**config.mk**
```make
export PLATFORM = sky130hd
export DESIGN_NAME = secuencia_ctrl
export DESIGN_NICKNAME = d
export VERILOG_FILES = /design/src/rtl/secuencia_ctrl.sv
export SDC_FILE = /design/constraint.sdc
export NUM_CORES = 1
export LEC_CHECK = 0
export ABC_AREA = 1
export CAP_MARGIN = 20
export CORE_ASPECT_RATIO = 0.6
export CORE_MARGIN = 2
export CORE_UTILIZATION = 55
export DETAILED_ROUTE_END_ITERATION = 10
export PLACE_DENSITY = 0.82
export SLEW_MARGIN = 20
export SYNTH_ARGS = -nofsm -noshare
export SYNTH_HDL_FRONTEND = slang
export SYNTH_SLANG_ARGS = --single-unit
```
**constraint.sdc**
```tcl
create_clock -name clk -period 5.1 [get_ports clk]
set_input_delay 1.02 -clock clk [delete_from_list [all_inputs] [get_ports clk]]
set_output_delay 1.02 -clock clk [all_outputs]
set_load 0.02 [all_outputs]
```
**src/rtl/secuencia_ctrl.sv**
```systemverilog
// Run-of-ones scheduler: captures a word, streams it LSB-first through a Moore
// run detector, counts detections, records the first hit and pulses done.
module secuencia_ctrl #(
  parameter int unsigned WIDTH = 8,
  parameter int unsigned CNT_W = 4,
  parameter int unsigned RUN_W = 3
) (
  input  logic             clk,
  input  logic             reset,
  input  logic             start,
  input  logic [WIDTH-1:0] data,
  input  logic [RUN_W-1:0] run_len,
  output logic             busy,
  output logic             w_out,
  output logic             z,
  output logic             done,
  output logic [CNT_W-1:0] match_count,
  output logic [CNT_W-1:0] first_pos,
  output logic             found
);

  localparam int unsigned IDX_W = (WIDTH > 1) ? $clog2(WIDTH) : 1;

  typedef enum logic [1:0] {
    S_IDLE  = 2'd0,
    S_SHIFT = 2'd1,
    S_DONE  = 2'd2
  } state_t;

  state_t           r_state;
  logic [WIDTH-1:0] r_data;
  logic [RUN_W-1:0] r_cfg;
  logic [IDX_W-1:0] r_idx;
  logic [RUN_W-1:0] r_run;
  logic [CNT_W-1:0] r_match_count;
  logic [CNT_W-1:0] r_first_pos;
  logic             r_found;
  logic             r_busy;
  logic             r_done;
  logic             r_w_out;
  logic             r_z;

  state_t           w_state_next;
  logic [WIDTH-1:0] w_data_next;
  logic [RUN_W-1:0] w_cfg_next;
  logic [IDX_W-1:0] w_idx_next;
  logic [RUN_W-1:0] w_run_next;
  logic [CNT_W-1:0] w_match_count_next;
  logic [CNT_W-1:0] w_first_pos_next;
  logic             w_found_next;
  logic             w_busy_next;
  logic             w_done_next;
  logic             w_w_out_next;
  logic             w_z_next;

  logic             w_bit;
  logic [IDX_W-1:0] w_idx_inc;
  logic             w_last_bit;
  logic [RUN_W-1:0] w_run_sat;
  logic [RUN_W-1:0] w_run_upd;
  logic             w_hit;

  // Detector datapath for the bit presented this cycle; run saturates at cfg
  assign w_bit      = r_data[r_idx];
  assign w_idx_inc  = r_idx + IDX_W'(1);
  assign w_last_bit = (r_idx == IDX_W'(WIDTH - 1));
  assign w_run_sat  = (r_run >= r_cfg) ? r_cfg : (r_run + RUN_W'(1));
  assign w_run_upd  = w_bit ? w_run_sat : '0;
  assign w_hit      = (w_run_upd >= r_cfg);

  // Next-state and next-output logic; outputs are registered one step ahead
  always_comb begin
    w_state_next       = r_state;
    w_data_next        = r_data;
    w_cfg_next         = r_cfg;
    w_idx_next         = r_idx;
    w_run_next         = r_run;
    w_match_count_next = r_match_count;
    w_first_pos_next   = r_first_pos;
    w_found_next       = r_found;
    w_busy_next        = 1'b0;
    w_done_next        = 1'b0;
    w_w_out_next       = 1'b0;
    w_z_next           = 1'b0;

    case (r_state)
      S_IDLE: begin
        if (start) begin
          w_state_next       = S_SHIFT;
          w_data_next        = data;
          w_cfg_next         = (run_len == '0) ? RUN_W'(1) : run_len;
          w_idx_next         = '0;
          w_run_next         = '0;
          w_match_count_next = '0;
          w_first_pos_next   = '0;
          w_found_next       = 1'b0;
          w_busy_next        = 1'b1;
          w_w_out_next       = data[0];
        end
      end

      S_SHIFT: begin
        w_busy_next = 1'b1;
        w_run_next  = w_run_upd;
        w_z_next    = w_hit;
        if (w_hit) begin
          w_match_count_next = r_match_count + CNT_W'(1);
          if (!r_found) begin
            w_first_pos_next = CNT_W'(r_idx);
            w_found_next     = 1'b1;
          end
        end
        if (w_last_bit) begin
          w_state_next = S_DONE;
          w_done_next  = 1'b1;
        end else begin
          w_idx_next   = w_idx_inc;
          w_w_out_next = r_data[w_idx_inc];
        end
      end

      S_DONE: begin
        w_state_next = S_IDLE;
        w_run_next   = '0;
      end

      default: begin
        w_state_next = S_IDLE;
        w_run_next   = '0;
      end
    endcase
  end

  // State and output registers
  always_ff @(posedge clk or negedge reset) begin
    if (!reset) begin
      r_state       <= S_IDLE;
      r_data        <= '0;
      r_cfg         <= '0;
      r_idx         <= '0;
      r_run         <= '0;
      r_match_count <= '0;
      r_first_pos   <= '0;
      r_found       <= 1'b0;
      r_busy        <= 1'b0;
      r_done        <= 1'b0;
      r_w_out       <= 1'b0;
      r_z           <= 1'b0;
    end else begin
      r_state       <= w_state_next;
      r_data        <= w_data_next;
      r_cfg         <= w_cfg_next;
      r_idx         <= w_idx_next;
      r_run         <= w_run_next;
      r_match_count <= w_match_count_next;
      r_first_pos   <= w_first_pos_next;
      r_found       <= w_found_next;
      r_busy        <= w_busy_next;
      r_done        <= w_done_next;
      r_w_out       <= w_w_out_next;
      r_z           <= w_z_next;
    end
  end

  assign busy        = r_busy;
  assign w_out       = r_w_out;
  assign z           = r_z;
  assign done        = r_done;
  assign match_count = r_match_count;
  assign first_pos   = r_first_pos;
  assign found       = r_found;

endmodule

```
### After elaboration in Yosys (flattened, before gate mapping)

Cells that the tools add are included.

| word-level totals | value |
|---|---|
| bits in registers | 32 |
| input port bits | 14 |
| output and inout bits | 13 |
| word-level logic and storage cells | 65 |

| cells by class | value |
|---|---|
| add/subtract/negate cells | 3 |
| order comparisons | 4 |
| eq/ne operators | 7 |
| multiplexer cells | 31 |
| reductions and logical operators | 8 |

Operators with widths:

| cell | count |
|---|---|
| 2-to-1 mux 4 bit | 4 |
| case mux 4 bit (2 select lines) | 2 |
| 2-to-1 mux 3 bit | 5 |
| case mux 3 bit (2 select lines) | 2 |
| 2-to-1 mux 1 bit | 10 |
| inequality test 2 bit (second input constant) | 5 |
| < comparator 3 x 4 -> 1 bit (second input constant) | 2 |
| adder 3 x 1 -> 3 bit (second input constant) | 2 |
| binary-select mux 1 bit (select 3 bit) | 2 |
| greater-or-equal comparator 3 bit | 2 |
| case mux 1 bit (2 select lines) | 3 |
| AND reduction 3 bit | 2 |
| adder 4 x 1 -> 4 bit (second input constant) | 1 |
| 2-to-1 mux 2 bit | 2 |
| case mux 2 bit (2 select lines) | 1 |
| AND reduction 2 bit | 2 |
| AND reduction 4 bit | 1 |
| equality test 3 bit (second input constant) | 1 |
| logical NOT 3 bit | 1 |
| equality test 2 x 1 -> 1 bit (second input constant) | 1 |
| logical NOT 2 bit | 1 |
| nonzero test 2 bit | 1 |

### Longest topological paths before layout

Gate-level depths: netlist of run 1.

| depth | value |
|---|---|
| depth after elaboration | 6 |
| depth in mapped cells | 18 |
| gate-level depth less buffers | 18 |

### Worst setup path after synthesis of run 1

OpenSTA, ideal clock, no wires.

| timing path | value |
|---|---|
| kind | reg2reg |
| from | reg r_cfg[2] |
| to | reg r_match_count[1], in the netlist match_count[1] |
| library setup time | 0.118 ns |
| arrival time | 2.065 ns |
| required time | 4.982 ns |
| path slack | 2.917 ns |
| cell stages (with the launch flop) | 17 |
| buffers on the path | 0 |
| clock period less this slack | 2.183 ns |
| cell sequence | dfrtp_1 -> inv_1 -> ha_1 -> a21oi_1 -> nand2_1 -> nand2_1 -> nand2_1 -> and2_1 -> ha_1 -> nand2_1 -> inv_1 -> o21ai_0 -> nand2_1 -> nand2_2 -> inv_1 -> nand2_1 -> nand2_1 |

| on the way | value |
|---|---|
| word-level cells in the longest chain between the ends | 6 |

RTL lines:

| element | line | text |
|---|---|---|
| start, declared | 32 | `logic [RUN_W-1:0] r_cfg;` |
| start signal, assigned | 152 | `r_cfg <= w_cfg_next;` |
| greater-or-equal comparator 3 bit | 67 | `assign w_run_sat = (r_run >= r_cfg) ? r_cfg : (r_run + RUN_W'(1));` |
| 2-to-1 mux 3 bit | 67 |  |
| 2-to-1 mux 3 bit | 68 | `assign w_run_upd = w_bit ? w_run_sat : '0;` |
| greater-or-equal comparator 3 bit * | 69 | `assign w_hit = (w_run_upd >= r_cfg);` |
| inequality test 2 bit (no line) * | -- |  |
| AND reduction 3 bit (no line) * | -- |  |
| end signal, assigned | 155 | `r_match_count <= w_match_count_next;` |
| end, declared | 35 | `logic [CNT_W-1:0] r_match_count;` |

Every way passes the cells marked *; elsewhere a longest branch is shown, timed or not.
A chain may end at the register's enable or synchronous reset.

### Worst setup path after layout of run 1

Ends and elaborated chain as after synthesis.

==> reports/metrics.csv, run 1 <==
metric;value;unit
synth_area_leaders;dfrtp_1 46%, nand2_1 17%, ha_1 7.5%;
cts_made_buffers;5;
wl_per_cell;11.8;um
yosysTopAreaCell;dfrtp_1;
clkSinkCount;31;
cap_violations;0;
grt_pass1_wl;5520;um
dr.pass1.iters;4;
ios;27;
vias;1390;
synth_cells;206;
drt_iter0_drc;78;
hold_viol_final;0;
rows;15;
grt_max_degree;32;
status;completed;
syn_nets;230;
gp_congestion;0.898;
critPathArrivalTime;2690;ps
crit_path_start_kind;flip-flop;
setup_viol_count_final;0;
clkTransAtPathRegs;60;ps
postCtsSetupBuffers;0;
yosysWarnings;0;
io_buffers;25;
p_leak;1.06;nW
worstSetupPathType;flip-flop to flip-flop;
grt_overflow;0;
timing.final.crit_share;0.495;
holdBufCountCts;0;
critPathRequiredTime;5270;ps
max_freq;0.396;GHz
synth-seq-area-share;0.463;
dieArea;0.00352;sq mm
layout-drive-gt1-share;0.0851;
route.detailed.drc;0;
initial_core_util;0.580;
vdd_ir_drop_max;0.297;mV
die_y;46.8;um
grt_pass1_vias;1243;
netlist_area;0.00168;sq mm
htree_levels;2;
hold_ws;478;ps
power_density;667;mW/mm^2
die_w;75.3;um
tritoncts;yes;
utilization;0.705;
drv_slew;0;
synth_cell_type_count;28;
dp_hpwl;2400;um
ant_nets;0;
core;0.00289;sq mm
grt_usage;0.218;
hold_class;flip-flop to flip-flop;
ctsRootBufferMaster;clkbuf_8;
grt_antenna_before_repair;0;
layout_common_cells;75 x nand2_1, 31 x dfrtp_1, 25 x clkdlybuf4s50_1;
avgSynthCellArea;8.13;sq um
cts_resized;0;
final.setup_skew;1.99;ps
area_growth;21.7;%
vias_per_cell;5.02;
routed_wirelength;3270;um
fin_tns_setup;0;ps
place_area;0.00195;sq mm
path_max_fanout;9;
netlist.area_leader.share;0.463;
rsz0062_at_grt;no;
endpoint_kind;flip-flop;
final_area;0.00204;sq mm
clock_latency;270;ps
fin_nets;259;
final_common_cell;nand2_1;
fin_crit;2530;ps
clockBufferDepth;2;
ys_ff_latch;31;
n_antenna_cell;0;
==> area by class of cell <==
| type | count | area, sq um |
|---|---|---|
| timing repair buffer | 26 | 258 |
| clock inverter | 1 | 5.00 |
| tap | 42 | 52.6 |
| inverter | 22 | 85.1 |
| sequential | 31 | 776 |
| fill | 249 | 852 |
| multi-input combinational | 149 | 779 |
| clock buffer | 6 | 82.6 |
==> worst paths after layout <==
| path | from | slack [ps] | end | cells after the start |
|---|---|---|---|---|
| worst max-delay path | r_cfg[2] | 2570 | match_count[1] | 16 |
| worst min-delay path | first_pos[0] | 480 | first_pos[0] | 2 |
| worst max register to register | r_cfg[2] | 2570 | match_count[1] | 16 |
| worst min register to register | first_pos[0] | 480 | first_pos[0] | 2 |
| max in group asynchronous | reset | 3680 | r_cfg[2] | 2 |
| min in group asynchronous | reset | 1130 | done | 2 |
==> cells in the mapped netlist (all sizes together) <==
library cell	instances
a21oi	4
ha	10
o211ai	1
nand4	3
o21a	1
xor2	1
buf	4
nand3	24
nand2	80
xnor2	1
o22ai	1
inv	22
nor3	1
o21ai	10
conb	1
dfrtp	31
nor2	9
and2	2
==> where the power goes <==
group / leakage, nW / switching [mW] / internal, mW
registers: 0.389 / 0.0962 / 0.352
logic: 0.620 / 0.441 / 0.280
clock network: 0.0470 / 0.0851 / 0.106
total: 1.06 / 0.622 / 0.738
==> flip-flops by register name, indices dropped and copies added, names as in the netlist <==
| register | count |
|---|---|
| r_data | 8 |
| match_count | 4 |
| r_idx | 3 |
| busy | 1 |
| first_pos | 3 |
| z | 1 |
| found | 1 |
| r_run | 3 |
| done | 1 |
| r_cfg | 3 |
| w_out | 1 |
| r_state | 2 |
==> worst max-delay path, cell delays in order (launching register included) <==
cell	delay [ps]
dfrtp_1	380
inv_1	110
ha_1	260
a21oi_1	280
nand2_1	140
nand2_1	90
nand2_1	60
and2_1	160
ha_1	290
nand2_1	70
inv_1	30
o21ai_0	100
nand2_1	100
nand2_2	160
inv_1	80
nand2_1	70
nand2_1	50
==> cell families (layout without fill, tap and decap cells) <==
logic type / Yosys count / after routing / synth area share
AOI/OAI and AO/OA: 17 / 17 / 0.0545
xor gates and xnor gates: 2 / 2 / 0.0105
adders and majority gates: 10 / 10 / 0.0747
buffers and inverters: 26 / 55 / 0.0717
DFF: 31 / 31 / 0.463
other: 1 / 1 / 0.00224
and+or+nand+nor: 119 / 119 / 0.323
==> per-layer routing <==
layer  routed length [um]  global-route usage
met4                   16              0.0702
met2                 1390               0.328
met5                    0                   0
met1                 1670               0.306
met3                  190              0.0665
==> through the flow <==
stage	power, mW	instances	setup slack (ps)
2_1_floorplan	0.958	206	2920
3_3_place_gp	1.14	270	2680
3_5_place_dp	1.17	270	2620
4_1_cts	1.37	277	2600
5_1_grt	1.49	277	2320
6_report	1.36	277	2570
Note: power is estimated with default switching activity, not from simulation.
==> inputs of run 2 (changes only) <==
--- a/config.mk
+++ b/config.mk
@@ -9,9 +9,9 @@
 export CAP_MARGIN = 20
 export CORE_ASPECT_RATIO = 0.6
 export CORE_MARGIN = 2
-export CORE_UTILIZATION = 55
+export CORE_UTILIZATION = 48
 export DETAILED_ROUTE_END_ITERATION = 10
-export PLACE_DENSITY = 0.82
+export PLACE_DENSITY = 0.76
 export SLEW_MARGIN = 20
 export SYNTH_ARGS = -nofsm -noshare
 export SYNTH_HDL_FRONTEND = slang
==> constraint.sdc (replaced) <==
create_clock -name clk -period 2.1 [get_ports clk]
set_input_delay 0.42 -clock clk [delete_from_list [all_inputs] [get_ports clk]]
set_output_delay 0.42 -clock clk [all_outputs]
set_load 0.02 [all_outputs]
==> run 2 against run 1 <==
The run now ends with negative setup slack left. Critical path depth grew 1. Combinational power grew to 4.3 times the previous value. Sequential cell count is the same. Total power grew to 3.4 times the previous value. Core utilization grew 3.5 points. Die area grew 14%. Setup slack lost 2600 ps. Clock skew grew 3.9 ps. Non-clock buffer count grew 26. Sequential share of layout area shrank 6.3 points. Wire length grew 36%. Register-to-register slack lost 2600 ps. Critical path type unchanged. Largest cell class unchanged. Highest routed layer unchanged.
==> reports/metrics.csv, run 2 (same netlist as run 1, synthesis figures left out) <==
metric;value;unit
total_power;4.65;mW
tritoncts;yes;
cts_made_buffers;5;
final_common_cell;nand2_1;
max_freq;0.461;GHz
path_max_fanout;5;
seq_area;776;sq um
largest_register;r_data;
cap_violations;0;
timing.final.crit_share;1.03;
critPathRequiredTime;2270;ps
critPathArrivalTime;2340;ps
vias;1602;
reg2reg_depth;17;
clockBufferDepth;2;
hold_class;flip-flop to flip-flop;
n_antenna_cell;0;
dieArea;0.00399;sq mm
die_y;49.8;um
initial_core_util;0.507;
core;0.00330;sq mm
die_w;80.3;um
worstPathCellList;inv_2 -> ha_4 -> nand2_2 -> inv_2 -> nand2_4 -> nand2_4 -> nand2_2 -> nand2_2 -> and2_4 -> ha_4 -> nand2_2 -> inv_2 -> o21ai_4 -> nand2_4 -> nand2_4 -> nand3_1 -> o21ai_1;
min_path_cells;2;
layout_setup_ws;-69.9;ps
critPathTopFamily;simple AND/OR/NAND/NOR gates;
clkSinkCount;31;
crit_path_start_kind;flip-flop;
htree_levels;2;
ctsRootBufferMaster;clkbuf_8;
drv_slew;0;
place_area;0.00206;sq mm
routed_wirelength;4430;um
layout-drive-gt1-share;0.304;
rsz0062_at_grt;yes;
grt_pass1_wl;6570;um
grt_pass1_vias;1433;
hold_start;first_pos[1];
dp_hpwl;2650;um
power_density;1900;mW/mm^2
fin_crit;2170;ps
route.detailed.drc;0;
critPathLaunch;r_cfg[2];
largest_reg_flops;8;
holdBufCountCts;0;
cp_slowest_cell;dfrtp_1;
violations;negative setup slack;
area_growth;46.0;%
io_buffers;25;
setup_viol_count_final;8;
status;complete, but fails checks;
layout_common_cells;64 x nand2_1, 31 x dfrtp_1, 25 x clkdlybuf4s50_1, 25 x buf_4, 18 x nand3_1;
timing.rr.end;match_count[2];
multi_input_area;985;sq um
wl_per_cell;14.4;um
grt_overflow;0;
regToRegStartpoint;r_cfg[2];
gp_congestion;0.868;
ant_nets;0;
nFillCells;245;
grt_antenna_before_repair;0;
regToRegSetupSlack;-70;ps
final_area;0.00245;sq mm
p_leak;1.21;nW
grt_usage;0.221;
endpoint_kind;flip-flop;
drt_iter0_drc;80;
fin_nets;286;
clock_latency;290;ps
clkTransAtPathRegs;60;ps
min_to;first_pos[1];
dr.pass1.iters;4;
slowest_delay;390;ps
cp.buffers_inverters;3;
vias_per_cell;5.20;
grt_max_degree;32;
worstSetupPathType;flip-flop to flip-flop;
final.setup_skew;5.94;ps
rows;16;
ios;27;
hold_viol_final;0;
vdd_ir_drop_max;0.788;mV
## run 2: routing by layer
| metal | global-route usage | share of wire |
|---|---|---|
| met5 | 0 | 0 |
| met4 | 0.0847 | 0.022 |
| met3 | 0.0604 | 0.060 |
| met2 | 0.310 | 0.44 |
| met1 | 0.323 | 0.47 |
## run 2: metrics by stage
stage	hold slack (ps)	utilization	setup slack [ps]	instances	TNS, ps
after global routing	517	0.741	-161	308	-1150
after global placement	461	0.622	-125	286	-758
after CTS	486	0.691	-46.7	304	-265
after floorplan	124	-	-23.0	206	-23.0
final	486	0.741	-69.9	308	-429
after detailed placement	470	0.622	-236	286	-1690
## run 2: report_power, final
group	internal, mW	leakage [nW]	switching (mW)
Sequential	0.855	0.389	0.207
Combinational	1.42	0.777	1.71
Clock	0.232	0.0422	0.221
## run 2: area by class of cell
| type | instances | share of cell area |
|---|---|---|
| Multi-Input combinational cell | 150 | 0.403 |
| Sequential cell | 31 | 0.317 |
| Timing Repair Buffer | 52 | 0.188 |
| Inverter | 22 | 0.0358 |
| Clock buffer | 7 | 0.0312 |
| Tap cell | 45 | 0.0230 |
| Clock inverter | 1 | 0.00205 |
## run 2: how the worst max path moves through the flow
stage                           endpoint  cells past startpoint
after floorplan           match_count[1]                     16
after global routing      match_count[1]                     16
after global placement    match_count[1]                     18
after detailed placement  match_count[1]                     18
after CTS                   first_pos[0]                     16
final                     match_count[2]                     17
## run 2: worst reg2reg max path, cell delays in order (launching register included)
cell	delay, ps
dfrtp_1	390
inv_2	90
ha_4	220
nand2_2	70
inv_2	40
nand2_4	90
nand2_4	60
nand2_2	80
nand2_2	70
and2_4	170
ha_4	280
nand2_2	60
inv_2	60
o21ai_4	70
nand2_4	80
nand2_4	80
nand3_1	80
o21ai_1	70
## run 2: repair_timing
item                       4_1_cts  5_1_grt
buffers inserted                 9        4
pin swaps                        9       19
gates cloned                     1        0
resized for setup               22       28
setup endpoints to repair        9       10
